**src/rtl/condexec_pipe.sv**
```systemverilog
// Decode-to-execute pipeline register with NZCV flags and ARM condition evaluation in E.
// Optional statistics counters are enabled by defining CONDEXEC_PIPE_STATS_EN.
module condexec_pipe #(
    parameter int unsigned ALUCTRL_W   = 3,
    parameter bit          NV_AS_AL    = 1'b0,
    parameter logic [3:0]  RESET_FLAGS = 4'b0000,
    parameter int unsigned CNT_W       = 16
) (
    input  logic                 clk,
    input  logic                 reset,
    input  logic                 StallE,
    input  logic                 FlushE,
    input  logic                 ValidD,
    input  logic [3:0]           CondD,
    input  logic                 PCSrcD,
    input  logic                 RegWriteD,
    input  logic                 MemWriteD,
    input  logic                 MemtoRegD,
    input  logic                 ALUSrcD,
    input  logic                 BranchD,
    input  logic [1:0]           FlagWriteD,
    input  logic [ALUCTRL_W-1:0] ALUControlD,
    input  logic [3:0]           ALUFlags,
    output logic                 PCSrcE,
    output logic                 RegWriteE,
    output logic                 MemWriteE,
    output logic                 MemtoRegE,
    output logic                 ALUSrcE,
    output logic [ALUCTRL_W-1:0] ALUControlE,
    output logic                 BranchTakenE,
    output logic                 CondExE,
    output logic [3:0]           FlagsE
`ifdef CONDEXEC_PIPE_STATS_EN
    ,
    output logic [CNT_W-1:0]     ExecCount,
    output logic [CNT_W-1:0]     SquashCount
`endif
);

    logic                 validQ;
    logic [3:0]           condQ;
    logic                 pcSrcQ;
    logic                 regWriteQ;
    logic                 memWriteQ;
    logic                 memtoRegQ;
    logic                 aluSrcQ;
    logic                 branchQ;
    logic [1:0]           flagWriteQ;
    logic [ALUCTRL_W-1:0] aluControlQ;
    logic [3:0]           flagsQ;
    logic                 condPass;
    logic                 flagN, flagZ, flagC, flagV;

    // E register: flush beats stall
    always_ff @(posedge clk or negedge reset) begin
        if (!reset) begin
            validQ      <= 1'b0;
            condQ       <= 4'b0000;
            pcSrcQ      <= 1'b0;
            regWriteQ   <= 1'b0;
            memWriteQ   <= 1'b0;
            memtoRegQ   <= 1'b0;
            aluSrcQ     <= 1'b0;
            branchQ     <= 1'b0;
            flagWriteQ  <= 2'b00;
            aluControlQ <= '0;
        end else if (FlushE) begin
            validQ      <= 1'b0;
            condQ       <= 4'b0000;
            pcSrcQ      <= 1'b0;
            regWriteQ   <= 1'b0;
            memWriteQ   <= 1'b0;
            memtoRegQ   <= 1'b0;
            aluSrcQ     <= 1'b0;
            branchQ     <= 1'b0;
            flagWriteQ  <= 2'b00;
            aluControlQ <= '0;
        end else if (!StallE) begin
            validQ      <= ValidD;
            condQ       <= CondD;
            pcSrcQ      <= PCSrcD;
            regWriteQ   <= RegWriteD;
            memWriteQ   <= MemWriteD;
            memtoRegQ   <= MemtoRegD;
            aluSrcQ     <= ALUSrcD;
            branchQ     <= BranchD;
            flagWriteQ  <= FlagWriteD;
            aluControlQ <= ALUControlD;
        end
    end

    assign {flagN, flagZ, flagC, flagV} = flagsQ;

    always_comb begin
        condPass = 1'b0;
        case (condQ)
            4'h0:    condPass = flagZ;
            4'h1:    condPass = !flagZ;
            4'h2:    condPass = flagC;
            4'h3:    condPass = !flagC;
            4'h4:    condPass = flagN;
            4'h5:    condPass = !flagN;
            4'h6:    condPass = flagV;
            4'h7:    condPass = !flagV;
            4'h8:    condPass = flagC && !flagZ;
            4'h9:    condPass = !flagC || flagZ;
            4'hA:    condPass = (flagN == flagV);
            4'hB:    condPass = (flagN != flagV);
            4'hC:    condPass = !flagZ && (flagN == flagV);
            4'hD:    condPass = flagZ || (flagN != flagV);
            4'hE:    condPass = 1'b1;
            default: condPass = NV_AS_AL;
        endcase
    end

    assign CondExE      = condPass && validQ;
    assign PCSrcE       = pcSrcQ && CondExE;
    assign RegWriteE    = regWriteQ && CondExE;
    assign MemWriteE    = memWriteQ && CondExE;
    assign BranchTakenE = branchQ && CondExE;
    assign MemtoRegE    = memtoRegQ;
    assign ALUSrcE      = aluSrcQ;
    assign ALUControlE  = aluControlQ;
    assign FlagsE       = flagsQ;

    // Holding while stalled keeps a stalled flag-setter to a single write
    always_ff @(posedge clk or negedge reset) begin
        if (!reset) begin
            flagsQ <= RESET_FLAGS;
        end else if (!StallE && CondExE) begin
            if (flagWriteQ[1]) flagsQ[3:2] <= ALUFlags[3:2];
            if (flagWriteQ[0]) flagsQ[1:0] <= ALUFlags[1:0];
        end
    end

`ifdef CONDEXEC_PIPE_STATS_EN
    always_ff @(posedge clk or negedge reset) begin
        if (!reset) begin
            ExecCount   <= '0;
            SquashCount <= '0;
        end else if (!StallE && validQ) begin
            if (CondExE) begin
                if (ExecCount != '1) ExecCount <= ExecCount + 1'b1;
            end else begin
                if (SquashCount != '1) SquashCount <= SquashCount + 1'b1;
            end
        end
    end
`endif

endmodule
```
**config.mk**
```make
export PLATFORM = sky130hd
export DESIGN_NAME = condexec_pipe
export DESIGN_NICKNAME = d
export VERILOG_FILES = /design/src/rtl/condexec_pipe.sv
export SDC_FILE = /design/constraint.sdc
export NUM_CORES = 1
export LEC_CHECK = 0
export ABC_AREA = 1
export BUFFER_PORTS_ARGS = -buffer_cell sky130_fd_sc_hd__buf_4
export CORE_AREA = 5 5 75 60
export CTS_BUF_LIST = sky130_fd_sc_hd__clkbuf_8
export CTS_CLUSTER_DIAMETER = 50
export DETAILED_ROUTE_END_ITERATION = 16
export DIE_AREA = 0 0 80 65
export PLACE_DENSITY = 0.53
export SYNTH_ARGS = -nofsm -noshare
export SYNTH_HDL_FRONTEND = slang
export SYNTH_SLANG_ARGS = --single-unit
```
**constraint.sdc**
```tcl
create_clock -name clk -period 3.79 [get_ports clk]
set_input_delay 1.137 -clock clk [delete_from_list [all_inputs] [get_ports clk]]
set_output_delay 1.137 -clock clk [all_outputs]
set_load 0.02 [all_outputs]
```
---- After elaboration in Yosys (flattened, before gate mapping) ----
Cells that the tools add are included.
W data, S select, Z words.
cells by class
  equal/unequal tests ..................... 17
  multiplexer cells ....................... 21
  reduce and logical (&&, ||, !) cells .... 18
operators with widths
  kind                  number
  $eq A4 B4 Y1 const B  7
  $eq A4 B3 Y1 const B  4
  $pmux W1 S15          1
  $mux W1               14
  $eq A4 B2 Y1 const B  2
  $logic_and A1 B1 Y1   8
  $mux W4               2
  $mux W3               2
  $logic_not A1 Y1      5
  $eq A4 B1 Y1 const B  1
  $logic_not A4 Y1      1
  $mux W2               2
  $reduce_and A2 Y1     2
  $logic_or A1 B1 Y1    2
  $ne A2 B1 Y1 const B  1
  $eq A1 B1 Y1          1
  $ne A1 B1 Y1          1
storage, ports and cells
  bits of input ports ..................... 24
  logic and storage cells ................. 68
  flip-flop bits (word level) ............. 20
  output and inout bits ................... 14

---- Longest topological paths before layout ----
Gate-level depths: netlist of the first run.
  depth in word-level cells ............... 6
  gate-level depth with buffers ........... 11
  mapped depth without buffers ............ 11

---- Worst setup path after synthesis of the first run ----
OpenSTA, ideal clock, no wires.
  kind .................................... register to output
  start ................................... reg flagsQ[0] (netlist: FlagsE[0])
  end ..................................... out BranchTakenE
  data required time ...................... 2.653 ns
  setup slack ............................. 1.052 ns
  path buffers ............................ 0
  cell stages (with the launch flop) ...... 10
  arrival ................................. 1.601 ns
  path through ............................ dfrtp_1 inv_1 nand2_1 nand2_1 nand2_1 a21boi_1 nor2_2 a21oi_4 inv_2 nor2_1
between the ends
  word-level cells in the longest chain between the ends .. 5
  elaborated cells between the ends (all ways) .. 8
  those cells by class .................... eq/ne: 2; mux: 1; reduce/logical: 5
RTL lines
  item                                                       RTL line  text
  from (decl)                                                50        logic [3:0] flagsQ;
  from (signal assigned)                                     132       if (flagWriteQ[0]) flagsQ[1:0] <= ALUFlags[1:0];
  $ne A1 B1 Y1 or $eq A1 B1 Y1 (tied branches)               --
  $logic_or A1 B1 Y1 or $logic_and A1 B1 Y1 (tied branches)  110, 109
  $pmux W1 S15 *                                             96        case (condQ)
  $logic_and A1 B1 Y1 *                                      116       assign CondExE = condPass && validQ;
  via CondExE                                                31        output logic CondExE,
  $logic_and A1 B1 Y1 *                                      120       assign BranchTakenE = branchQ && CondExE;
  to (decl)                                                  30        output logic BranchTakenE,
Mark *: on every way through the listed nets, which the timed path passes. The rest lies on a longest branch.

---- Worst setup path after layout of the first run ----
  start ................................... reg flagsQ[0] (netlist: FlagsE[0])
  end ..................................... out MemWriteE
between the ends
  word-level cells in the longest chain between the ends .. 5
  elaborated cells between the ends (all ways) .. 8
  those cells by class .................... eq/ne: 2; mux: 1; reduce/logical: 5
RTL lines
  item                                                       RTL line  text
  $ne A1 B1 Y1 or $eq A1 B1 Y1 (tied branches)               --
  $logic_or A1 B1 Y1 or $logic_and A1 B1 Y1 (tied branches)  110, 109
  $pmux W1 S15 *                                             96
  $logic_and A1 B1 Y1 *                                      116
  $logic_and A1 B1 Y1 *                                      119       assign MemWriteE = memWriteQ && CondExE;
  to (decl)                                                  26        output logic MemWriteE,
Mark *: on every way between the ends. The rest lies on a longest branch, timed or not.

==> results summary, run 1 <==
The run finished with clean final reports. For this design the top-level I/O count stands at 38. Summing the areas of all compound-gate instances in the mapped netlist gives 8.69% of the synthesized area. The worst path required time is about 2700 ps. The final period utilization is 77.6%.

The worst setup path is captured at a primary output. The post-synth net total is approximately 170. The placed wire-length estimate is 2160 um. The worst hold path belongs to the class flop to flop. Across every metal layer, demand over resource in global routing totals 11.4%. The worst slew margin relative to its limit is 56.8%. Synthesis handed over a netlist of roughly 140 instances. The shortest clock period the worst path allows after layout came out at a little under 3000 ps.

Dividing the detail-routed wire length by the instance count gives 12.0 um. The area of the mapped netlist came out at roughly 1100 um^2. At the end of routability-driven placement, the weighted congestion stood at 0.898.

The clock latency of the later-clocked register in the worst-skew pair came out at 260 ps. Clock-pin slew was measured on the worst setup and hold paths at 80 ps. By count the netlist is led by 39 x sky130_fd_sc_hd__nand2_1, 23 x sky130_fd_sc_hd__nand3_1, 20 x sky130_fd_sc_hd__dfrtp_1. At the pin with the least slew margin, the transition time is 647 ps. Measured along the y axis, the die boundary spans 65 um. The die is 80 um wide. After global routing the overflow that remains totals 0. The flip-flop and latch count after synthesis is 20. The mux cell area share after synthesis is 0%.

The leakage power figure is 0.725 nW. The root buffer cell chosen for the clock tree is sky130_fd_sc_hd__clkbuf_8. Setup violations remaining at the end of the flow were counted as 0. The longest clock path from root to sink contains 2 buffers. The number of antenna violations at the first check in global routing is 0.

The final count of hold timing violations is 0. The ratio of cells with drive above 1 in the final layout is 30.3%. For this run, the top clock speed supported by timing is 0.340 GHz. Clock tree synthesis found a total of 20 sinks.

The sequential fraction of the synthesis area is 46.9%. After synthesis, the largest area contributor takes up 46.9% of total cell area. The highest fanout seen on the critical path came out at 6.

In the post-synthesis netlist, the cell with the most instances is sky130_fd_sc_hd__nand2_1. TritonCTS created 3 clock buffers. Setup repair after global routing left no endpoint under its margin.

The number of buffers inserted by hold repair at cts is 0. The arrival time reported for the critical path endpoint is between 1500 and 2000 ps. The count of pins over their slew limit is 0. The via count of the first global-routing pass is roughly 1.1k. Of the total synthesized cell area, the portion taken by XOR and XNOR cells is 0%. The final routed wirelength across all metal layers is 2800 um.

The number of warnings reported in the yosys synthesis log came out at 0. After detailed routing, the number of remaining DRC violations is 0. The net count of the finished layout is 203.

The count of input and output buffers is 37. The worst-case vdd ir drop is around 0.14 mV. After Yosys synthesis, full adders, half adders and majority gates account for 0% of the synthesized area. The biggest area contributor in the post-synthesis netlist is sky130_fd_sc_hd__dfrtp_1. TritonCTS built the clock tree. The area of the core is 3800 um^2. The post-CTS setup buffer count is 0. The type of origin of the critical path is a flop. The worst clock skew is 5.52 ps. The setup path with the least slack is of type flop to primary output. The number of rows created at floorplan came out at 20. By area, the combinational part of the netlist is dominated by simple AND/OR/NAND/NOR gates.

The number of distinct library cells after synthesis came out at 20. In the synthesized netlist the async set-or-reset flop fraction comes to 100%. Detailed routing inserted a total of 1046 vias. The pin count of the biggest net entering global routing is 23. The post-synthesis area per instance came out at 7.56 um^2. The most used flip-flop cell after synthesis is sky130_fd_sc_hd__dfrtp_1. Ranked by total cell area, the synthesized netlist is headed by sky130_fd_sc_hd__dfrtp_1 47%, sky130_fd_sc_hd__nand2_1 14%, sky130_fd_sc_hd__nand3_1 11%, sky130_fd_sc_hd__o21ai_0 4.2%, sky130_fd_sc_hd__nand4_1 4.1%. In this run the number of H-tree levels came out at 1. The first-pass GRT wire length came out at 4750 um. Of the total synthesized cell area, the portion taken by AND, OR, NAND and NOR gates is a little under two fifths.

The area growth from synthesis to final layout is 37.7%. The number of violations of the max-capacitance limit is 0. The die covers 5200 um^2. The overall power came out at 0.549 mW. The initial detailed-routing violation count came out at 41. The antenna diode instance count is 0. The number of detailed-route iterations in the first pass is 4.

The power per unit of standard cell area came out at between 300 and 400 nW/um^2. The via count normalized by instance count came out at 4.49. Summed over all failing endpoints, the final setup total negative slack is 0 ps. The starting density of the core came out at 28.0%. The number of nets still failing antenna checks after routing came out at 0.

The number of gates resized after CTS came out at 0. The number of flops mapped to enable cells by yosys came out at 0.
layout by cell type (no fill, tap or decap), drive strengths merged:
| cell | synthesis | layout |
|---|---|---|
| a21oi | 5 | 5 |
| nor2 | 12 | 12 |
| nand2 | 41 | 41 |
| o21ai | 9 | 9 |
| buf | 1 | 37 |
| a21boi | 1 | 1 |
| clkbuf | 3 | 3 |
| nand3b | 1 | 1 |
| bufinv | 0 | 1 |
| nand3 | 24 | 24 |
| clkinv | 3 | 3 |
| inv | 14 | 14 |
| dfrtp | 20 | 20 |
| nand4 | 7 | 7 |
layout make-up:
cell class / count / area [um^2]
multi-input combinational: 100 / 485
tap: 55 / 68.8
fill: 415 / 2340
sequential: 20 / 500
clock inverter: 1 / 30.0
clock buffer: 3 / 41.3
inverter: 17 / 63.8
timing repair buffer: 37 / 278
critical path, cell delays in order (launching register included):
cell and delay [ps]:
sky130_fd_sc_hd__dfrtp_1 440, sky130_fd_sc_hd__inv_1 90, sky130_fd_sc_hd__nand2_1 100, sky130_fd_sc_hd__nand2_1 70, sky130_fd_sc_hd__nand2_1 40, sky130_fd_sc_hd__a21boi_1 170
sky130_fd_sc_hd__nor2_2 80, sky130_fd_sc_hd__a21oi_4 230, sky130_fd_sc_hd__inv_2 80, sky130_fd_sc_hd__nor2_1 90, sky130_fd_sc_hd__buf_4 140
final timing paths:
path                                       start                    endpoint  slack (ps)  cells after the start
setup / recovery           FlagsE[0]$_DFFE_PN0P_                   MemWriteE         850                     10
hold / removal               ALUSrcE$_DFFE_PN0P_         ALUSrcE$_DFFE_PN0P_         520                      2
setup reg to reg           FlagsE[0]$_DFFE_PN0P_       FlagsE[3]$_DFFE_PN0P_        2300                      9
hold reg to reg              ALUSrcE$_DFFE_PN0P_         ALUSrcE$_DFFE_PN0P_         520                      2
max in group asynchronous                  reset        condQ[2]$_DFFE_PN0P_        2840                      1
min in group asynchronous                  reset  ALUControlE[0]$_DFFE_PN0P_         740                      1
logic make-up (layout without fill, tap and decap cells):
group	count (synthesis)	in the layout
AOI/OAI and AO/OA	15	15
and+or+nand+nor	85	85
buffers and inverters	21	58
DFF	20	20
registers in the layout, summed over array words and instances (netlist names):
name         count
FlagsE           4
condQ            4
ALUControlE      3
flagWriteQ       2
ALUSrcE          1
MemtoRegE        1
branchQ          1
memWriteQ        1
pcSrcQ           1
regWriteQ        1
validQ           1
metal layers:
metal	wire length [um]	global-route usage (%)	share of wire [%]	vias to the layer above
met3	174	4.72	6.2	0
met2	1270	18.3	45	24
met1	1350	15.1	48	490
met4	0	0.633	0	0
met5	0	0	0	-
li1	-	-	-	532
through the flow:
| stage | std cells | cell area (um^2) | utilization (%) | hold slack (ps) | setup WS, ps |
|---|---|---|---|---|---|
| floorplan | 141 | 1070 | - | 505 | 1050 |
| global placement | 229 | 1400 | 36.7 | 498 | 1190 |
| detailed placement | 229 | 1400 | 36.7 | 497 | 1130 |
| CTS | 233 | 1470 | 38.6 | 529 | 823 |
| global route | 233 | 1470 | 38.6 | 540 | 669 |
| finish | 233 | 1470 | 38.6 | 524 | 849 |
power by group:
group | switching [mW] | total (mW) | internal [mW]
sequential | 0.0122 | 0.238 | 0.226
combinational | 0.0539 | 0.0936 | 0.0397
clock | 0.0760 | 0.217 | 0.141
total | 0.142 | 0.549 | 0.407
(Power assumes the default switching activity.)
==> run 2, diff against run 1 <==
--- a/config.mk
+++ b/config.mk
@@ -12,7 +12,7 @@
 export CTS_CLUSTER_DIAMETER = 50
 export DETAILED_ROUTE_END_ITERATION = 16
 export DIE_AREA = 0 0 80 65
-export PLACE_DENSITY = 0.53
+export PLACE_DENSITY = 0.55
 export SYNTH_ARGS = -nofsm -noshare
 export SYNTH_HDL_FRONTEND = slang
 export SYNTH_SLANG_ARGS = --single-unit
==> constraint.sdc (replaced) <==
create_clock -name clk -period 2.7 [get_ports clk]
set_input_delay 0.81 -clock clk [delete_from_list [all_inputs] [get_ports clk]]
set_output_delay 0.81 -clock clk [all_outputs]
set_load 0.02 [all_outputs]
==> run 2 against run 1 <==
Sequential cell count is the same; utilization increased by 0.59 points; non-clock buffer count grew 5; cell area is 1.5% higher; routed wire length is 3.0% higher; power rose by 29%; sequential share of layout area is 0.43 points lower; register-to-register slack got worse by 1200 ps; critical endpoint is now PCSrcE.
==> results summary, run 2 (synthesis gave the netlist of run 1 again) <==
Port buffering added 37 buffers. The achievable clock frequency came out at 0.390 GHz. After legalization and detailed placement, the total HPWL measured approximately 2200 um.

The library cell used most frequently in the layout, excluding fill and tap cells, is sky130_fd_sc_hd__buf_4. The routed design has 2880 um of wire. The final weighted congestion of routability-driven global placement is 0.903.

The antenna diode instance count came out at 0. The post-route non-filler standard cell count is 238. The number of antenna violations at the first check in global routing came out at 0.

The later pin in the worst-skew pair is clocked with a latency of 260 ps. The via count normalized by instance count came out at 4.57. The library cells used most frequently in the layout, excluding fill and tap cells, are 42 x sky130_fd_sc_hd__buf_4, 39 x sky130_fd_sc_hd__nand2_1, 23 x sky130_fd_sc_hd__nand3_1, 19 x sky130_fd_sc_hd__dfrtp_1. The number of remaining DRC errors is 0. The final layout contains 208 nets. The met1 capacity usage during global routing is 14.4%. Across all layers, the routed design uses about 1.1k vias. Global routing finished with a remaining overflow of 0.

The number of cell instances on the worst register-to-register path is 10. In this run the deepest clock path goes through 2 buffers. The floorplan die area came out at 5200 um^2.

The clock slew seen by the registers of the worst setup and hold paths came out at ~80 ps. The fill cell total of the finished layout came out at 408. TritonCTS built the clock tree.

STA puts the critical path data arrival time at roughly 1800 ps. Entering global routing, the biggest net connects 21 pins. The via count of the first global-routing pass came out at 1072. The worst-case IR drop observed on VDD is ~0.29 mV. The placed cell count came out at 231.

The met3 track utilization from global routing is 4.17%. The clock arrives with approximately 5.3 ps of skew. The number of rows created at floorplan is 20. The worst register-to-register path begins at FlagsE[3]$_DFFE_PN0P_. The analysis attributes to cell leakage a power of between 0.7 and 0.8 nW. The final period utilization came out at 94.9%. The area of the core came out at roughly 3800 um^2.

The final instance area is 1490 um^2. The power per unit of standard cell area is about 470 nW/um^2. Once the floorplan was initialized, standard cells occupied 28.0% of the core. The area growth from synthesis to layout is 39.8%. The TritonCTS buffer count came out at 3.

The deepest level of the CTS H-tree is 1. The first global-routing pass estimated 4810 um of wire. The worst slew margin relative to its limit is between 70 and 80%. The shortest clock period the worst path allows after layout is 2560 ps. The root buffer cell is sky130_fd_sc_hd__clkbuf_8. The initial detailed-routing violation count came out at 62.

The path class of the tightest hold or removal check is input port to async pin. The number of violations of the max-capacitance limit came out at 0. The most critical setup path has its startpoint at FlagsE[3]$_DFFE_PN0P_.

The ratio of cells with drive above 1 in the final layout is 32.8%. The global routing stage identified its most utilized layer as met2. The critical path capture point type is a primary output.

38 I/O pins were placed. The type of origin of the critical path is a flop. The final count of hold timing violations was 0.

The worst path required time came out at 1890 ps. Along the worst path, the maximum fanout reaches 5. The final number of setup-violating endpoints is 0. The worst setup slack before clock tree synthesis is 336 ps. The final-layout worst hold slack is between 400 and 500 ps. The met2 capacity usage during global routing came out at 19.7%.

For this run, the total global-route usage over all layers was measured as 11.6%. The worst-case setup margin in the final layout is 136 ps. The count of pins over their slew limit came out at 0. The number of nets still failing antenna checks after routing is 0.

Hold repair after CTS inserted 0 buffers. The die height is 65 um. The worst setup path is of the flop to primary output kind.

In the final routed layout, each cell accounts on average for 12.1 um. The die width is about 80 um. For the pin with the worst max-slew slack, the measured transition is between 300 and 400 ps.

The first detailed-routing pass ran for 4 iterations. The placed instances occupy a cell area of 1410 um^2. The tree built by TritonCTS fans out to 20 sinks. The run finished with clean final reports.
## run 2: cell count changes in the layout (fill, tap and decap cells not counted)
cell / delta
sky130_fd_sc_hd__dfrtp_1: -1
sky130_fd_sc_hd__buf_4: +5
sky130_fd_sc_hd__clkbuf_8: +1
sky130_fd_sc_hd__bufinv_16: -1
sky130_fd_sc_hd__dfrtp_2: +1
## run 2: final timing paths
path / end / slack [ps]
min in group clk: ALUSrcE$_DFFE_PN0P_ / 530
worst max-delay path: PCSrcE / 140
max in group asynchronous: FlagsE[3]$_DFFE_PN0P_ / 2050
worst min-delay path: ALUControlE[0]$_DFFE_PN0P_ / 410
worst min register to register: ALUSrcE$_DFFE_PN0P_ / 530
worst max register to register: FlagsE[0]$_DFFE_PN0P_ / 1140
## run 2: power breakdown
part | total [mW] | switching [mW] | internal [mW]
Combinational | 0.137 | 0.0775 | 0.0592
Clock | 0.234 | 0.104 | 0.130
Sequential | 0.335 | 0.0174 | 0.318
## run 2: layout make-up
cell class,instances,area [um^2],area share [%]
Multi-Input combinational cell,100,485,32.6
Sequential cell,20,502,33.7
Timing Repair Buffer,42,315,21.2
Clock buffer,4,55.1,3.69
Inverter,17,63.8,4.28
Tap cell,55,68.8,4.62
## run 2: per-stage QoR
stage | TNS [ps] | utilization (%) | power [mW]
2_1_floorplan | 0 | - | 0.409
3_3_place_gp | 0 | 37.1 | 0.474
3_5_place_dp | 0 | 37.1 | 0.477
4_1_cts | 0 | 38.6 | 0.709
5_1_grt | -0.485 | 39.2 | 0.735
6_report | 0 | 39.2 | 0.706
## run 2: what timing repair did
action / in CTS / in global routing
gates resized for setup: 0 / 1
endpoints found under the hold margin: 0 / 0
setup endpoints to repair: 0 / 4
setup buffers: 0 / 3
## run 2: per-layer routing
layer  vias up  share of wire (%)  routed length (um)
met3         2                5.8                 166
met4         0               0.42                  12
met2        25                 48                1370
li1        545                  -                   -
met1       516                 46                1330
met5         -                  0                   0
## run 2: critical path, stage by stage, from the launching register on
cell and delay, ps:
sky130_fd_sc_hd__dfrtp_2 450, sky130_fd_sc_hd__inv_1 90, sky130_fd_sc_hd__nand2_1 100, sky130_fd_sc_hd__nand2_1 80, sky130_fd_sc_hd__nand2_1 60, sky130_fd_sc_hd__a21boi_1 160, sky130_fd_sc_hd__nor2_2 80, sky130_fd_sc_hd__a21oi_4 170
sky130_fd_sc_hd__inv_2 70, sky130_fd_sc_hd__nor2_1 90, sky130_fd_sc_hd__buf_4 150
